==> src/rtl/seq_generator.sv <==
// Button-sequence generator: fills 15 two-bit symbols from an 8-bit LFSR, entry 15 is a fixed terminator.
// Optional build macro SEQ_GEN_LATCH_SEED_EN: remember the last nonzero seed and reuse it when seed is 0.
module seq_generator (
    input  logic        clk,
    input  logic        rst,
    input  logic        start,
    input  logic [7:0]  seed,
    input  logic [3:0]  rd_idx,
    output logic [1:0]  rd_data,
    output logic [31:0] seq_flat,
    output logic        busy,
    output logic        done
);

    typedef enum logic [1:0] {
        IDLE = 2'd0,
        FILL = 2'd1,
        DONE = 2'd2
    } state_t;

    localparam logic [7:0] DEFAULT_SEED = 8'hA5;
    localparam logic [3:0] LAST_IDX     = 4'd14;

    state_t            state_q, state_d;
    logic [7:0]        lfsr_q, lfsr_d;
    logic [3:0]        wr_idx_q, wr_idx_d;
    logic [14:0][1:0]  mem_q, mem_d;
    logic [15:0][1:0]  entries;
    logic [1:0]        cand;
    logic              fb;

`ifdef SEQ_GEN_LATCH_SEED_EN
    logic [7:0]        last_seed_q, last_seed_d;
`endif

    assign entries  = {2'b11, mem_q};
    assign seq_flat = entries;
    assign rd_data  = entries[rd_idx];
    assign busy     = (state_q == FILL);
    assign done     = (state_q == DONE);

    assign cand = lfsr_q[1:0];
    assign fb   = lfsr_q[7] ^ lfsr_q[5] ^ lfsr_q[4] ^ lfsr_q[3];

    always_comb begin
        state_d  = state_q;
        lfsr_d   = lfsr_q;
        wr_idx_d = wr_idx_q;
        mem_d    = mem_q;
`ifdef SEQ_GEN_LATCH_SEED_EN
        last_seed_d = last_seed_q;
`endif
        unique case (state_q)
            IDLE: begin
                if (start) begin
                    wr_idx_d = '0;
                    state_d  = FILL;
`ifdef SEQ_GEN_LATCH_SEED_EN
                    if (seed != 8'h00) begin
                        lfsr_d      = seed;
                        last_seed_d = seed;
                    end else begin
                        lfsr_d = last_seed_q;
                    end
`else
                    lfsr_d = (seed != 8'h00) ? seed : DEFAULT_SEED;
`endif
                end
            end
            FILL: begin
                // LFSR steps every cycle; a rejected 11 candidate just costs one cycle
                lfsr_d = {lfsr_q[6:0], fb};
                if (cand != 2'b11) begin
                    mem_d[wr_idx_q] = cand;
                    wr_idx_d        = wr_idx_q + 4'd1;
                    if (wr_idx_q == LAST_IDX) begin
                        state_d = DONE;
                    end
                end
            end
            DONE: begin
                state_d = IDLE;
            end
            default: begin
                state_d = IDLE;
            end
        endcase
    end

    always_ff @(posedge clk) begin
        if (rst) begin
            state_q  <= IDLE;
            lfsr_q   <= DEFAULT_SEED;
            wr_idx_q <= '0;
            mem_q    <= '0;
`ifdef SEQ_GEN_LATCH_SEED_EN
            last_seed_q <= DEFAULT_SEED;
`endif
        end else begin
            state_q  <= state_d;
            lfsr_q   <= lfsr_d;
            wr_idx_q <= wr_idx_d;
            mem_q    <= mem_d;
`ifdef SEQ_GEN_LATCH_SEED_EN
            last_seed_q <= last_seed_d;
`endif
        end
    end

endmodule

==> config.mk <==
export PLATFORM = sky130hd
export DESIGN_NAME = seq_generator
export DESIGN_NICKNAME = d
export VERILOG_FILES = /design/src/rtl/seq_generator.sv
export SDC_FILE = /design/constraint.sdc
export NUM_CORES = 1
export LEC_CHECK = 0
export CELL_PAD_IN_SITES_DETAIL_PLACEMENT = 0
export CELL_PAD_IN_SITES_GLOBAL_PLACEMENT = 1
export CORE_UTILIZATION = 25
export CTS_CLUSTER_SIZE = 14
export DETAILED_ROUTE_END_ITERATION = 8
export PLACE_DENSITY_LB_ADDON = 0.1
export SLEW_MARGIN = 20
export SYNTH_ARGS = -nofsm -noshare
export SYNTH_HDL_FRONTEND = slang
export SYNTH_SLANG_ARGS = --single-unit
==> constraint.sdc <==
create_clock -name clk -period 2.2 [get_ports clk]
set_input_delay 0.44 -clock clk [delete_from_list [all_inputs] [get_ports clk]]
set_output_delay 0.44 -clock clk [all_outputs]
set_load 0.01 [all_outputs]
==> results of run 1 <==
-- worst min path at each step --
| stage | from | to | slack [ns] | cells past startpoint |
|---|---|---|---|---|
| floorplan | lfsr_q[2] | lfsr_q[2] | 0.44 | 2 |
| global placement | lfsr_q[2] | lfsr_q[2] | 0.47 | 2 |
| detailed placement | lfsr_q[2] | lfsr_q[2] | 0.47 | 2 |
| CTS | lfsr_q[2] | lfsr_q[2] | 0.49 | 2 |
| global route | lfsr_q[2] | lfsr_q[3] | 0.52 | 2 |
| finish | lfsr_q[2] | lfsr_q[2] | 0.49 | 2 |
-- layout by cell type (no fill, tap or decap), types with 3 or more instances in the layout --
cell type | Yosys | layout
inv_1 | 6 | 6
ha_1 | 4 | 4
dfxtp_1 | 44 | 42
xor2_1 | 3 | 3
nor3_1 | 4 | 4
clkbuf_8 | 0 | 5
a311oi_1 | 3 | 3
nand2_1 | 11 | 11
nor2b_1 | 3 | 3
nand4_1 | 16 | 16
mux4_2 | 2 | 3
mux2i_1 | 31 | 31
a21oi_1 | 7 | 7
nor2_1 | 36 | 36
mux4_1 | 4 | 3
o21ai_1 | 5 | 5
o22ai_1 | 3 | 3
buf_4 | 2 | 16
o21ai_0 | 3 | 3
clkdlybuf4s50_1 | 0 | 43
-- worst max-delay path: cells and delay by family, from the launching register on --
| kind | cells | cell delay (ns) |
|---|---|---|
| mux | 1 | 0.44 |
| flops | 1 | 0.33 |
| buf+inv | 1 | 0.22 |
| compound gates | 2 | 0.21 |
| simple gates | 1 | 0.19 |
-- cell usage after synthesis (all sizes together) (4+ instances only) --
library cell | n | area (um2)
dfxtp | 44 | 881
nor2 | 36 | 135
mux2i | 31 | 310
nand4 | 16 | 100
buf | 12 | 83.8
nand2 | 11 | 41.3
o21ai | 9 | 48.8
clkbuf | 8 | 30.0
a21oi | 7 | 35.0
inv | 7 | 26.3
mux4 | 6 | 150
ha | 4 | 50.1
nor2b | 4 | 32.5
nor3 | 4 | 20.0
-- through the flow --
stage                util  hold WS [ns]  setup slack [ns]
floorplan               -         0.445             0.334
detailed placement  0.332         0.467            -0.637
global placement    0.332         0.470            -0.603
global route        0.344         0.516           0.00697
CTS                 0.344         0.491            0.0142
finish              0.344         0.488            0.0707
-- report_power, final --
| part | internal [W] | switching (W) |
|---|---|---|
| Sequential | 0.000817 | 0.0000185 |
| Clock | 0.000336 | 0.000282 |
| Combinational | 0.000103 | 0.000128 |
| Total | 0.00126 | 0.000428 |
-- kinds of logic after synthesis --
| logic type | Yosys count |
|---|---|
| buffers and inverters | 27 |
| muxes | 37 |
| other | 1 |
| AOI/OAI and AO/OA | 34 |
| xor gates and xnor gates | 5 |
| DFF | 44 |
| and+or+nand+nor | 82 |
| adders and majority gates | 4 |
-- routing by layer --
layer,vias up,part of all wire
li1,946,-
met1,892,0.52
met2,31,0.44
met3,4,0.034
met4,0,0.0087
met5,-,0
-- registers in the layout, summed over array words and instances, names as in the netlist --
signal / flops
lfsr_q: 8
seq_flat: 30
state_q: 2
wr_idx_q: 4
-- final cells by class --
type | instances | share of cell area
inverters | 7 | 0.00880
multi-input cells | 164 | 0.402
well taps | 108 | 0.0453
clock buffers | 5 | 0.0231
clock inverters | 3 | 0.0142
flip-flops and latches | 44 | 0.296
repair buffers | 67 | 0.211
-- what timing repair did --
item,4_1_cts,5_1_grt
endpoints found under the hold margin,0,0
gates resized for setup,20,2
setup endpoints to repair,2,1
cloned,0,0
==> metrics.txt, run 1 <==
initial antenna violation count 0; xor and xnor fraction of the mapped netlist area 0.0197; Post CTS Setup Buffer Count 0; Post-Synth Simple-Gate Area 0.183; multiplexer share of the synthesized area 0.207; grt ovf 0; post-route cell area 2990 um2; Vias between 1500 and 2000; n_diodes 0; leakage 1.31 nW; Ports about 50; Chip Width 96.2 um; Die Y just under 100 um; RSZ-0062 raised after global routing no; part of the Yosys area used for sequential elements 0.397; Slowest-stage cell, CP mux4_2; 1st-pass router iterations 6; grt met1 use 0.212; CTS sink count 44; status complete, but fails checks; fin crit share 0.968; Max clock buf depth 2; root buffer cell clkbuf_8; vias in the first global route ~1800; cell total after placement between 300 and 400; Post-Synth Adder-Cell Area 0.0225; register area around 880 um2; failing checks design-rule violations; met2 Use GR 0.216; Post-synth EDFFs 0; Slew Limit Headroom 0.574; FF-to-FF path depth 6; largest family of logic cells by synthesized area multiplexers; CP Capture Point rd_data[1]; CTS Hold Bufs 0; first-pass GRT wire length between 9000 and 10000 um; flop2flop setup slack between 0.6 and 0.7 ns; fmax between 0.4 and 0.5 GHz; slowest stage delay, CP between 0.4 and 0.5 ns; critical path startpoint category register; type of the worst setup path reg2out; Final #Nets ~300; Cell variety after synth 43; Total Die Area a little over 9000 um2; routed vias/inst 4.71; Primary FF master, synth dfxtp_1; Pwr Density between 500 and 600 nW/um2; worst hold-check path type reg2reg; final WL approximately 6300 um; mean post-synth cell area about 9.5 um2; post-synthesis register bit count 44; pin count of the biggest net entering global routing 27; Worst-Skew Late Latency ~0.3 ns; port buffer count between 40 and 50; Clock transition at path regs ~0.080 ns; initial DRC count 48; CTS tree yes; CP endpoint kind primary output; maxcap violations 0; Worst Skew approximately 0.0060 ns; CP arrival 1.69 ns; Final Max Slew Viols 0; number of remaining DRC errors 1; total power approximately 0.0017 W; CP Data Required Time between 1.5 and 2 ns; Initial Utilization 0.256; fin cells just under 400; worst reg2reg path endpoint seq_flat[4]; layout cells sized above 1 0.155; Routed wire per std cell ~16 um; GR peak layer met2; Layout area overhead 34.5%; Site Rows 34; setup TNS 0 ns; asr flop ratio synth 0; CP Max Fanout 2; met3 Usage GRT 0.0284; All-Layer GR Usage 0.145; Area after DPL 2880 um2; RR Startpoint state_q[0]; worst-margin pin slew 0.638 ns; H-tree Lvls 2; Crit. Startpoint seq_flat[19]; crit path cell chain mux4_2, and3b_1, a31oi_1, o21ai_1, clkdlybuf4s15_2; Multi-input gate area about 1200 um2; final setup violation count 0; Post-Syn Area approximately 2200 um2; CORE AREA 8680 um2; Final Hold Viols 0; synthesis warning total 0; post-DP HPWL ~4800 um; VDD IR max 0.285 mV; synthesized instance count approximately 230; fillers approximately 920; CTS Buf Count 5; ANT nets after route 0; routability cong. approximately 0.74; Synth Area in Compound Gates 0.106; fin crit period between 2 and 2.5 ns
Note: power is estimated with default switching activity, not from simulation.
==> run 2, diff against run 1 <==
- SETUP_SLACK_MARGIN: unset -> 0.2
==> metrics.txt, run 2 (synthesized netlist as in run 1, its figures left out) <==
setup TNS 0 ns (unchanged); leakage 1.30 nW (-0.49%); Hold Path Sink lfsr_q[2]; routability cong. 0.740 (unchanged); final WL 6330 um (about the same); Ports 51 (unchanged); slowest stage delay, CP 0.48 ns (+0.04 ns); most common cell after layout, fill and taps aside clkdlybuf4s50_1; CORE AREA 8680 um2 (unchanged); CTS sink count 44 (unchanged); port buffer count 48 (unchanged); post-route cell area 2990 um2 (about the same); pre-CTS setup slack -0.637 ns (unchanged); vias in the first global route 1816 (+0.94%); final setup violation count 0 (unchanged); ANT nets after route 0 (unchanged); Area after DPL 2880 um2 (unchanged); Die Y 96.2 um (unchanged); Pwr Density 564 nW/um2 (about the same); grt ovf 0 (unchanged); initial DRC count 49 (+2.1%); status finished clean; Slowest-stage cell, CP mux4_2; fin crit share 0.925 (-0.0425); CTS tree yes; Total Die Area 9260 um2 (unchanged); number of remaining DRC errors 0 (-1); CTS Hold Bufs 0 (unchanged); CP endpoint kind primary output; worst-margin pin slew 0.626 ns (-0.0114 ns); Layout area overhead 34.6% (about the same); All-Layer GR Usage 0.145 (+0.000190); Final Hold Viols 0 (unchanged); hold path startpoint lfsr_q[2]; flop2flop setup slack 0.71 ns (+0.10 ns); H-tree Lvls 2 (unchanged); fin crit period 2.04 ns (-0.0935 ns); CP Max Fanout 3 (+1); Worst Skew 0.00733 ns (+0.00133 ns); Clock transition at path regs 0.09 ns (about the same); Max clock buf depth 2 (unchanged); CP Data Required Time 1.76 ns (about the same); Routed wire per std cell 15.9 um (-0.23%); total power 0.00169 W (about the same); critical path startpoint category register; post-DP HPWL 4770 um (unchanged); RR Startpoint state_q[1]; 1st-pass router iterations 4 (-2); pin count of the biggest net entering global routing 27 (unchanged); crit path cell chain mux4_2, nor2b_4, a211oi_2, a31oi_1, buf_2; commonest non-fill, non-tap cells in the layout clkdlybuf4s50_1, dfxtp_1, nor2_1, mux2i_1, buf_4; Initial Utilization 0.256 (unchanged); PnR worst setup slack 0.164 ns (+0.0935 ns); CTS Buf Count 5 (unchanged); maxcap violations 0 (unchanged); routed vias/inst 4.75 (+0.97%); FF-to-FF path depth 6 (unchanged); n_diodes 0 (unchanged); Crit. Startpoint seq_flat[12]; initial antenna violation count 0 (unchanged); worst hold-check path type reg2reg; max FFs per register 30 (unchanged); Slew Limit Headroom 0.581 (+0.00760); CP top delay family multiplexers; VDD IR max 0.272 mV (-4.5%); Final #Nets 309 (+0.32%); RSZ-0062 raised after global routing yes; root buffer cell clkbuf_8; worst reg2reg path endpoint seq_flat[4]; Chip Width 96.2 um (unchanged); Site Rows 34 (unchanged); worst hold path depth 2 (unchanged); Worst-Skew Late Latency 0.29 ns (about the same); Crit path buffers/inverters 1 (unchanged); Final Max Slew Viols 0 (unchanged); layout cells sized above 1 0.179 (+0.0235); type of the worst setup path reg2out; CP arrival 1.60 ns (-0.09 ns); Vias 1896 (+1.2%); fmax 0.491 GHz (+4.6%); first-pass GRT wire length 9940 um (+0.20%)
## run 2: through the flow
| step | utilization | instances | hold slack, ns |
|---|---|---|---|
| after global routing | 0.344 | 399 | 0.516 |
| after detailed placement | 0.332 | 390 | 0.467 |
| final | 0.344 | 399 | 0.492 |
| after global placement | 0.332 | 390 | 0.470 |
| after floorplan | - | 235 | 0.445 |
| after CTS | 0.345 | 399 | 0.491 |
## run 2: layout make-up
type	count	area, um2
fillers	925	5690
multi-input cells	164	1190
flip-flops and latches	44	891
repair buffers	68	632
well taps	108	135
clock buffers	5	68.8
clock inverters	3	42.5
inverters	7	26.3
## run 2: repair_timing
action	4_1_cts	5_1_grt
setup endpoints to repair	3	3
hold endpoints to repair	0	0
gates resized for setup	28	3
buffers inserted	1	0
pin swaps	2	0
## run 2: per-layer routing
metal | GRT usage | up-vias | part of all wire
met1 | 0.212 | 914 | 0.52
met4 | 0.0373 | 0 | 0.0090
li1 | - | 945 | -
met2 | 0.217 | 33 | 0.44
met5 | 0 | - | 0
met3 | 0.0284 | 4 | 0.030
## run 2: how the worst max path moves through the flow
stage / end / depth (start not counted)
after floorplan: rd_data[1] / 5
after global placement: rd_data[1] / 6
after detailed placement: rd_data[1] / 6
after CTS: rd_data[0] / 5
after global routing: rd_data[0] / 5
final: rd_data[0] / 5
## run 2: power breakdown
| group | switching (W) | internal (W) | leakage [nW] |
|---|---|---|---|
| combinational | 0.000129 | 0.000103 | 0.889 |
| clock | 0.000283 | 0.000336 | 0.0541 |
| sequential | 0.0000190 | 0.000816 | 0.360 |
| total | 0.000430 | 0.00126 | 1.30 |
## run 2: tightest hold or removal path, stage by stage, from the launching register on
cell     delay, ns
dfxtp_1       0.34
a21oi_1       0.06
o21ai_1       0.06
